[src/rtl/mem_loader.sv]
// Streams bytes into a single-port RAM from address 0 and keeps a 16-bit checksum.
// Define MEM_LOADER_VERIFY_EN to build the read-back pass and checksum compare.
module mem_loader #(
  parameter int ADDR_W = 7,
  parameter int DATA_W = 8,
  parameter int RD_LAT = 1
) (
  input  logic              clk,
  input  logic              rst_n,
  input  logic              start,
  input  logic [ADDR_W:0]   len,
  input  logic              s_valid,
  input  logic [DATA_W-1:0] s_data,
  output logic              s_ready,
  output logic              mem_we,
  output logic [ADDR_W-1:0] mem_addr,
  output logic [DATA_W-1:0] mem_wdata,
  input  logic [DATA_W-1:0] mem_rdata,
  output logic              busy,
  output logic              done,
  output logic              error,
  output logic [15:0]       wr_sum,
  output logic [15:0]       rd_sum
);

  localparam logic [2:0] S_IDLE = 3'd0;
  localparam logic [2:0] S_LOAD = 3'd1;
  localparam logic [2:0] S_DONE = 3'd4;
`ifdef MEM_LOADER_VERIFY_EN
  localparam logic [2:0] S_VERIFY = 3'd2;
  localparam logic [2:0] S_DRAIN  = 3'd3;
  localparam logic [RD_LAT-1:0] PIPE_LAST = RD_LAT'(1'b1) << (RD_LAT - 1);
`endif

  localparam logic [ADDR_W:0] LEN_ZERO = {(ADDR_W+1){1'b0}};
  localparam logic [ADDR_W:0] LEN_ONE  = {{ADDR_W{1'b0}}, 1'b1};
  localparam logic [ADDR_W:0] DEPTH    = {1'b1, {ADDR_W{1'b0}}};

  logic [2:0]        state_q, state_d;
  logic [ADDR_W:0]   len_q, len_d;
  logic [ADDR_W:0]   ptr_q, ptr_d;
  logic              mem_we_q, mem_we_d;
  logic [ADDR_W-1:0] mem_addr_q, mem_addr_d;
  logic [DATA_W-1:0] mem_wdata_q, mem_wdata_d;
  logic [15:0]       wr_sum_q, wr_sum_d;
  logic              busy_q, busy_d;
  logic              done_q, done_d;

  logic [ADDR_W:0]   len_clamped_s;
  logic              hs_s;
  logic              last_beat_s;

`ifdef MEM_LOADER_VERIFY_EN
  logic [15:0]       rd_sum_q, rd_sum_d;
  logic              error_q, error_d;
  logic              rd_issue_q, rd_issue_d;
  logic [RD_LAT-1:0] rd_pipe_q, rd_pipe_d;
  logic [RD_LAT-1:0] early_s;
  logic              drain_done_s;

  // Reads still in flight other than the one landing this cycle hold DRAIN open.
  assign early_s      = rd_pipe_q & ~PIPE_LAST;
  assign drain_done_s = !rd_issue_q && (early_s == {RD_LAT{1'b0}});
`else
  logic unused_s;
  assign unused_s = ^{mem_rdata, 1'(RD_LAT)};
`endif

  assign len_clamped_s = (len > DEPTH) ? DEPTH : len;
  assign s_ready       = (state_q == S_LOAD);
  assign hs_s          = s_valid & s_ready;
  assign last_beat_s   = (ptr_q == (len_q - LEN_ONE));

  // Next-state, write path and checksum decode.
  always_comb begin
    state_d     = state_q;
    len_d       = len_q;
    ptr_d       = ptr_q;
    mem_we_d    = 1'b0;
    mem_addr_d  = mem_addr_q;
    mem_wdata_d = mem_wdata_q;
    wr_sum_d    = wr_sum_q;
`ifdef MEM_LOADER_VERIFY_EN
    error_d     = error_q;
    rd_issue_d  = 1'b0;
    rd_pipe_d   = (rd_pipe_q << 1'b1) | RD_LAT'(rd_issue_q);
    if (rd_pipe_q[RD_LAT-1]) begin
      rd_sum_d = rd_sum_q + 16'(mem_rdata);
    end else begin
      rd_sum_d = rd_sum_q;
    end
`endif
    case (state_q)
      S_IDLE, S_DONE: begin
        if (start) begin
          len_d    = len_clamped_s;
          ptr_d    = LEN_ZERO;
          wr_sum_d = 16'h0000;
`ifdef MEM_LOADER_VERIFY_EN
          rd_sum_d = 16'h0000;
          error_d  = 1'b0;
`endif
          if (len_clamped_s == LEN_ZERO) begin
            state_d = S_DONE;
          end else begin
            state_d = S_LOAD;
          end
        end else begin
          state_d = state_q;
        end
      end
      S_LOAD: begin
        if (hs_s) begin
          mem_we_d    = 1'b1;
          mem_addr_d  = ptr_q[ADDR_W-1:0];
          mem_wdata_d = s_data;
          wr_sum_d    = wr_sum_q + 16'(s_data);
          // A full-depth load wraps the pointer here instead of issuing another write.
          if (last_beat_s) begin
            ptr_d = LEN_ZERO;
`ifdef MEM_LOADER_VERIFY_EN
            state_d = S_VERIFY;
`else
            state_d = S_DONE;
`endif
          end else begin
            ptr_d = ptr_q + LEN_ONE;
          end
        end else begin
          mem_we_d = 1'b0;
        end
      end
`ifdef MEM_LOADER_VERIFY_EN
      S_VERIFY: begin
        if (ptr_q != len_q) begin
          mem_addr_d = ptr_q[ADDR_W-1:0];
          rd_issue_d = 1'b1;
          ptr_d      = ptr_q + LEN_ONE;
        end else begin
          state_d = S_DRAIN;
        end
      end
      S_DRAIN: begin
        if (drain_done_s) begin
          state_d = S_DONE;
          error_d = (wr_sum_q != rd_sum_d);
        end else begin
          state_d = S_DRAIN;
        end
      end
`endif
      default: begin
        state_d = S_IDLE;
      end
    endcase
`ifdef MEM_LOADER_VERIFY_EN
    busy_d = (state_d == S_LOAD) || (state_d == S_VERIFY) || (state_d == S_DRAIN);
`else
    busy_d = (state_d == S_LOAD);
`endif
    done_d = (state_d == S_DONE);
  end

  // Core state and write-side registers.
  always_ff @(posedge clk) begin
    if (!rst_n) begin
      state_q     <= S_IDLE;
      len_q       <= LEN_ZERO;
      ptr_q       <= LEN_ZERO;
      mem_we_q    <= 1'b0;
      mem_addr_q  <= {ADDR_W{1'b0}};
      mem_wdata_q <= {DATA_W{1'b0}};
      wr_sum_q    <= 16'h0000;
      busy_q      <= 1'b0;
      done_q      <= 1'b0;
    end else begin
      state_q     <= state_d;
      len_q       <= len_d;
      ptr_q       <= ptr_d;
      mem_we_q    <= mem_we_d;
      mem_addr_q  <= mem_addr_d;
      mem_wdata_q <= mem_wdata_d;
      wr_sum_q    <= wr_sum_d;
      busy_q      <= busy_d;
      done_q      <= done_d;
    end
  end

`ifdef MEM_LOADER_VERIFY_EN
  // Read-back tagging pipeline and compare result.
  always_ff @(posedge clk) begin
    if (!rst_n) begin
      rd_sum_q   <= 16'h0000;
      error_q    <= 1'b0;
      rd_issue_q <= 1'b0;
      rd_pipe_q  <= {RD_LAT{1'b0}};
    end else begin
      rd_sum_q   <= rd_sum_d;
      error_q    <= error_d;
      rd_issue_q <= rd_issue_d;
      rd_pipe_q  <= rd_pipe_d;
    end
  end

  assign rd_sum = rd_sum_q;
  assign error  = error_q;
`else
  assign rd_sum = 16'h0000;
  assign error  = 1'b0;
`endif

  assign mem_we    = mem_we_q;
  assign mem_addr  = mem_addr_q;
  assign mem_wdata = mem_wdata_q;
  assign wr_sum    = wr_sum_q;
  assign busy      = busy_q;
  assign done      = done_q;

endmodule

[config.mk]
export PLATFORM = sky130hd
export DESIGN_NAME = mem_loader
export DESIGN_NICKNAME = d
export VERILOG_FILES = /design/src/rtl/mem_loader.sv
export SDC_FILE = /design/constraint.sdc
export NUM_CORES = 1
export LEC_CHECK = 0
export ABC_AREA = 1
export BUFFER_PORTS_ARGS = -buffer_cell sky130_fd_sc_hd__buf_2
export CAP_MARGIN = 25
export CORE_AREA = 10 10 82 84
export CTS_BUF_LIST = sky130_fd_sc_hd__clkbuf_4
export DETAILED_ROUTE_END_ITERATION = 16
export DIE_AREA = 0 0 92 94
export PLACE_DENSITY_LB_ADDON = 0.25
export SLEW_MARGIN = 15
export SYNTH_ARGS = -nofsm -noshare
export SYNTH_HDL_FRONTEND = slang
export SYNTH_SLANG_ARGS = --single-unit
[constraint.sdc]
create_clock -name clk -period 2.9 [get_ports clk]
set_input_delay 0.58 -clock clk [delete_from_list [all_inputs] [get_ports clk]]
set_output_delay 0.58 -clock clk [all_outputs]
set_load 0.01 [all_outputs]
**Word level (Yosys, flattened, before mapping)**

Index checks and enable logic that the tools add are counted.

- Flip-flop bits (word level): 53
- Input port bits: 28
- Logic and storage cells: 43
- Output and inout bits: 52

- Reductions and logical operators: 8
- Magnitude comparators: 1
- Eq/ne operators: 7
- $add $sub $neg: 3
- Bitwise operators: 1
- Mux-type cells: 14

Operators by type and width:

| cell | number |
|---|---|
| 2-to-1 mux 16 bit | 2 |
| 2-to-1 mux 8 bit | 4 |
| case mux 16 bit (2 select lines) | 1 |
| adder 16 x 8 -> 16 bit | 1 |
| case mux 8 bit (2 select lines) | 1 |
| 2-to-1 mux 3 bit | 4 |
| adder 8 x 1 -> 8 bit (second input constant) | 1 |
| == test 8 bit | 1 |
| > comparator 8 bit (second input constant) | 1 |
| logical NOT 8 bit | 1 |
| subtractor 8 x 1 -> 8 bit (second input constant) | 1 |
| == test 3 x 1 -> 1 bit (second input constant) | 2 |
| == test 3 bit (second input constant) | 2 |
| case mux 3 bit (2 select lines) | 1 |
| AND reduction 2 bit | 3 |
| logical NOT 3 bit | 1 |
| AND reduction 3 bit | 1 |
| inequality test 2 x 1 -> 1 bit (second input constant) | 1 |
| inequality test 2 bit (second input constant) | 1 |
| nonzero test 2 bit | 1 |
| OR reduction 2 bit | 1 |
| AND 1 bit | 1 |
| 2-to-1 mux 1 bit | 1 |

**Logic depth before layout (Yosys ltp)**

Gate-level depths: netlist (run 1).

- Depth after elaboration: 7
- Depth in mapped cells: 12
- Depth with buffers taken out: 12

**Least setup slack after synthesis (run 1)**

Ideal clock, no wire load.

- Path type: input port to flip-flop
- Start: in s_data[0]
- End: reg wr_sum_q[12] (netlist: wr_sum[12])
- Library setup time: 0.113 ns
- Data required time: 2.787 ns
- Arrival: 1.868 ns
- Setup slack: 0.919 ns
- Stages: 12
- Path buffers: 0
- Path through: ha_1 -> fa_1 -> nand3_1 -> nand3_1 -> nand2_1 -> nand3_1 -> nand3_1 -> inv_1 -> nand3_1 -> nand2_1 -> nand2_1 -> nor2_1

- Longest elaborated chain between the ends: 3

RTL lines:

| item | line | source |
|---|---|---|
| from (decl) | 13 | `input logic [DATA_W-1:0] s_data,` |
| adder 16 x 8 -> 16 bit | 117 | `wr_sum_d = wr_sum_q + 16'(s_data);` |
| 2-to-1 mux 16 bit | 113 | `if (hs_s) begin` |
| case mux 16 bit (2 select lines) | 93 | `case (state_q)` |
| to (signal assigned) | 183 | `wr_sum_q <= wr_sum_d;` |
| to (decl) | 45 | `logic [15:0] wr_sum_q, wr_sum_d;` |

No other way between the ends. The select of a mux whose other input is x is not followed.
A chain may end at the register's enable or synchronous reset.

**Final worst setup path (run 1)**

- Start: reg len_q[0]
- End: reg ptr_q[2]

- Longest elaborated chain between the ends: 5

RTL lines:

| item | line | source |
|---|---|---|
| from (decl) | 40 | `logic [ADDR_W:0] len_q, len_d;` |
| from (signal assigned) | 178 | `len_q <= len_d;` |
| subtractor 8 x 1 -> 8 bit | 72 | `assign last_beat_s = (ptr_q == (len_q - LEN_ONE));` |
| == test 8 bit | 72 |  |
| 2-to-1 mux 8 bit | 119 | `if (last_beat_s) begin` |
| 2-to-1 mux 8 bit | 113 |  |
| case mux 8 bit (2 select lines) | 93 |  |
| to (signal assigned) | 179 | `ptr_q <= ptr_d;` |
| to (decl) | 41 | `logic [ADDR_W:0] ptr_q, ptr_d;` |

No other way between the ends. The select of a mux whose other input is x is not followed.

==> results of run 1 <==
report_power, final:
part	internal, W	leakage (nW)	switching [W]	total [W]
logic	0.0000513	1.05	0.000107	0.000158
registers	0.000743	0.429	0.0000122	0.000755
clock network	0.000189	0.0433	0.000227	0.000416
total	0.000984	1.52	0.000346	0.00133
flip-flops by register name, indices dropped and copies added, names as in the netlist:
signal and flops:
wr_sum 16, len_q 8, mem_wdata 8, ptr_q 8, mem_addr 7, state_q 3, busy 1, done 1
mem_we 1
path summary, 6_finish.rpt:
path,startpoint,to,slack [ps],cells past startpoint
setup / recovery,len_q[0]$_SDFFE_PN0P_,ptr_q[2]$_SDFFE_PN0P_,950,12
hold / removal,len[6],len_q[6]$_SDFFE_PN0P_,440,3
setup reg to reg,len_q[0]$_SDFFE_PN0P_,ptr_q[2]$_SDFFE_PN0P_,950,12
hold reg to reg,mem_wdata[6]$_SDFFE_PN0P_,mem_wdata[6]$_SDFFE_PN0P_,470,2
worst register-to-register path, cell delays in order (launching register included):
cell     delay, ps
dfxtp_1        420
inv_1          130
ha_1           300
inv_1          100
nand2_1         50
nand3_1         80
nand2_1         50
inv_1           50
nand3_1         70
nor2_1         150
nand2_1        170
nand2_1        190
a21oi_1         80
cell type report:
class / count / area (µm²)
fillers: 498 / 1890
clock buffers: 6 / 45.0
well taps: 70 / 87.6
repair buffers: 56 / 285
flip-flops and latches: 53 / 1060
multi-input cells: 309 / 1530
inverters: 36 / 135
clock inverters: 2 / 33.8
layer usage:
metal | part of all wire (%) | global-route usage (%) | vias up | wire, µm
met5 | 0 | 0 | - | 0
met4 | 0.92 | 5.01 | 0 | 63
met3 | 5.5 | 5.52 | 4 | 376
met2 | 50 | 27.6 | 58 | 3420
met1 | 43 | 17.8 | 1276 | 2960
li1 | - | - | 1398 | -
stage by stage:
step | area (µm²) | utilization, % | hold slack [ps]
2_1_floorplan | 2930 | - | 469
3_3_place_gp | 3100 | 61.1 | 449
3_5_place_dp | 3100 | 61.1 | 453
4_1_cts | 3180 | 62.7 | 430
5_1_grt | 3180 | 62.7 | 413
6_report | 3180 | 62.7 | 440
cells by family after synthesis:
group	synth area share (%)
adders and majority gates	5.07
and+or+nand+nor	28.3
buffers and inverters	11.5
AOI/OAI and AO/OA	15.1
other	0.131
DFF	37.1
xor gates and xnor gates	2.75
cells in the mapped netlist (all sizes together) (4+ instances only):
cell type  count
xor2           7
o21ai         27
a21oi         52
nand2        104
nand3         35
nor3           6
clkbuf         4
dfxtp         53
inv           35
buf           23
nor2          37
ha            10
==> results.yml, run 1 <==
die:
  pin_count: 80
  dieWidth_um: 92
  dieArea_um2: 8650
  die_h_um: 94
  start_util_pct: 56.4
  core_area_um2: 5070
  fp-row-count: 26
critical_path:
  crit_chain: "inv_1, ha_1, inv_1, nand2_1, nand3_1, nand2_1, inv_1, nand3_1, nor2_1, nand2_1, nand2_1, a21oi_1"
  slowest_stage: "dfxtp_1"
  arrival_ps: 2210
  critPathMaxStageDelay_ps: 420
  cpMostUsedCell: "nand2_1"
  crit_required_ps: 3170
  crit_fanout: 6
  crit_family: "simple AND/OR/NAND/NOR gates"
  critical_path.endpoint_type: "flop"
  crit_buf_inv: 3
  critPathKind: "reg2reg"
  crit_path_start_kind: "flop"
cells_and_area:
  drive_above_1_share_pct: 15.8
  final_cell_mix: "nand2_1 (100), buf_2 (54), dfxtp_1 (53)"
  nNetsFinal: 500
  layout_commonest_cell: "nand2_1"
  antenna_cells: 0
  stdcell_count: 532
  area_delta_synth_final_pct: 11.2
yosys:
  synthArstFlopShare_pct: 0
  synth_top_area_share_pct: 37.1
  syn_area_um2: 2860
  ys_seq_area_share_pct: 37.1
  synthCells: 408
  ys_top_cells_by_area: "dfxtp_1 (37%), nand2_1 (13%), a21oi_1 (8.7%)"
  synth-seq-cells: 53
  synth_edf_count: 0
  synth_cell_types: 34
  ys.warnings.count: 0
  yosys.area.top_type: "dfxtp_1"
  synth_ff_type: "dfxtp_1"
  synth.avg_cell_area_um2: 7.01
timing:
  finalSetupViolCount: 0
  fmax_mhz: 514
  tns_ps: 0
  fin_ws_ps: 953
  min_period_ps: 1950
  hold_violations: 0
  fin_worst_skew_ps: 10.3
  drv_slew: 0
  rsz0062_at_grt: "no"
  fin_crit_sh_pct: 67.1
placed_design:
  portBuffers: 54
  pre_cts_ws_ps: 633
  dp_hpwl_um: 5190
  gp_congestion: 0.826
  placed_cells: 524
worst_hold_path:
  hold_class: "in2reg"
clock_tree:
  clkSinkCount: 53
  cts_tree: "yes"
  cts_max_level: 2
  cts_buffers: 5
  cts_root_buf: "clkbuf_4"
  cts_hold_buf: 0
  cts.path.max_buffers: 2
  clock_latency_ps: 370
  cts.repair.resized: 0
  cts_setup_buffers: 0
  clk_pin_slew_ps: 150
routing:
  drt-total-wl_um: 6820
  drcViolationCount: 0
  dr_total_vias: 2736
  drt_iter0_drc: 144
  ant_nets: 0
  wl_per_cell_um: 12.8
  routed_via_density: 5.14
  drt_pass1_iterations: 4
global_routing:
  grt_max_degree: 29
  grt_pass1_vias: 2617
  antenna_found_initial: 0
  grt_pass1_wl_um: 11600
  grt.total_usage_pct: 15.9
  grt_overflow: 0
outcome:
  status: "finished, final reports clean"
job:
  maxCapViolations: 0
power:
  power_density_nw_per_um2: 418
  p_leak_nw: 1.52
  power_w: 0.00133
  ir_drop_uv: 251
No activity file was read; power rests on OpenSTA's default activity.
==> run 2: changes to the inputs <==
CORE_AREA = 10 10 88 90   (was 10 10 82 84)
DIE_AREA = 0 0 98 100   (was 0 0 92 94)
clock period = 1.72 ns   (was 2.9 ns; I/O delays follow)
==> results.yml, run 2 (synthesized netlist as in run 1, its figures left out) <==
outcome:
  status: "finished, final reports clean"
cells_and_area:
  antenna_cells: 0
  area_delta_synth_final_pct: 23.0
  drive_above_1_share_pct: 25.4
  final_core_util_pct: 57.4
  largest_reg_flops: 16
  fillers: 580
  layout_commonest_cell: "nand2_1"
  nNetsFinal: 520
  final_cell_mix: "nand2_1 (94), buf_2 (54), dfxtp_1 (49)"
global_routing:
  grt_pass1_wl_um: 12200
  grt_overflow: 0
  grt_max_degree: 19
  antenna_found_initial: 0
  grt_pass1_vias: 2745
  grt.total_usage_pct: 14.3
critical_path:
  crit_fanout: 2
  crit_required_ps: 1980
  critical_path.endpoint_type: "flop"
  reg2reg_slack_ps: 80
  cpMostUsedCell: "nand3_2"
  r2r-start: "wr_sum[0]$_SDFFE_PN0P_"
  slowest_stage: "dfxtp_2"
  critPathMaxStageDelay_ps: 360
  crit_path_start_kind: "flop"
  critPathKind: "reg2reg"
  crit_path_start: "wr_sum[0]$_SDFFE_PN0P_"
  crit_chain: "ha_4, fa_2, nand3_2, nand3_2, nand2_2, nand3_4, buf_4, a21oi_1, nor3_2"
  arrival_ps: 1900
routing:
  drt_iter0_drc: 108
  drt-total-wl_um: 7200
  ant_nets: 0
  drcViolationCount: 0
  wl_per_cell_um: 12.9
  routed_via_density: 4.92
  drt_pass1_iterations: 4
  dr_total_vias: 2748
die:
  fp-row-count: 29
  dieWidth_um: 98
  die_h_um: 100
  start_util_pct: 46.7
  dieArea_um2: 9800
  pin_count: 80
  core_area_um2: 6130
timing:
  worst_hold_slack_ps: 200
  fin_crit_sh_pct: 95.5
  hold_violations: 0
  rsz0062_at_grt: "yes"
  fmax_mhz: 609
  drv_slew: 0
  finalSetupViolCount: 0
  min_period_ps: 1640
  fin_worst_skew_ps: 13.9
power:
  power_density_nw_per_um2: 608
  ir_drop_uv: 348
  p_leak_nw: 1.64
worst_hold_path:
  hp-start: "len[6]"
  hold_class: "in2reg"
clock_tree:
  cts_max_level: 2
  clkSinkCount: 53
  cts.path.max_buffers: 2
  cts_tree: "yes"
  clk_pin_slew_ps: 150
  clock_latency_ps: 370
  cts_root_buf: "clkbuf_4"
  cts_buffers: 5
placed_design:
  gp_congestion: 0.851
  dp_hpwl_um: 5610
  portBuffers: 54
job:
  maxCapViolations: 0
==> run 2: cell count changes in the layout (fill, tap and decap cells not counted), sizes merged <==
cell	change
buf	+20
bufinv	-1
==> run 2: area by class of cell <==
class | instances | area, µm² | area share, %
clock inverters | 1 | 3.75 | 0.107
flip-flops and latches | 53 | 1070 | 30.3
repair buffers | 76 | 452 | 12.8
clock buffers | 6 | 45.0 | 1.28
well taps | 77 | 96.3 | 2.74
multi-input cells | 309 | 1720 | 48.8
inverters | 36 | 138 | 3.91
==> run 2: metal layers <==
metal	vias to the layer above	GRT usage [%]	part of all wire, %
li1	1439	-	-
met1	1256	15.9	45
met2	43	26.1	48
met3	10	4.26	5.2
met4	0	3.69	1.4
met5	-	0	0
==> run 2: metrics by stage <==
| stage | std cells | power (W) | cell area (µm²) | setup slack, ps | TNS, ps |
|---|---|---|---|---|---|
| 2_1_floorplan | 425 | 0.00152 | 2930 | 33.5 | 0 |
| 3_3_place_gp | 548 | 0.00158 | 3250 | -165 | -491 |
| 3_5_place_dp | 548 | 0.00159 | 3250 | -178 | -820 |
| 4_1_cts | 555 | 0.00212 | 3320 | 11.9 | 0 |
| 5_1_grt | 558 | 0.00225 | 3520 | -9.96 | -24.9 |
| 6_report | 558 | 0.00214 | 3520 | 77.9 | 0 |
==> run 2: final timing paths <==
kind / endpoint / depth (start not counted)
min reg2reg: mem_wdata[5]$_SDFFE_PN0P_ / 2
max reg2reg: wr_sum[8]$_SDFFE_PN0P_ / 9
max: wr_sum[8]$_SDFFE_PN0P_ / 9
min: len_q[6]$_SDFFE_PN0P_ / 3
==> run 2: power breakdown <==
part           total, W  internal [W]  switching (W)
clock network  0.000542      0.000165       0.000377
logic          0.000322      0.000123       0.000199
registers       0.00127       0.00125      0.0000208
==> run 2: what timing repair did <==
action	CTS	global route
setup buffers	0	3
endpoints found under the setup margin	4	22
hold buffers	0	0
pin swaps	0	6
resized for setup	4	39
==> run 2: critical path: cells and delay by family (launching register included) <==
family,cells,cell delay [ps]
compound gates,1,150
simple gates,5,380
flops,1,360
buf+inv,1,140
fa+ha+maj,2,510
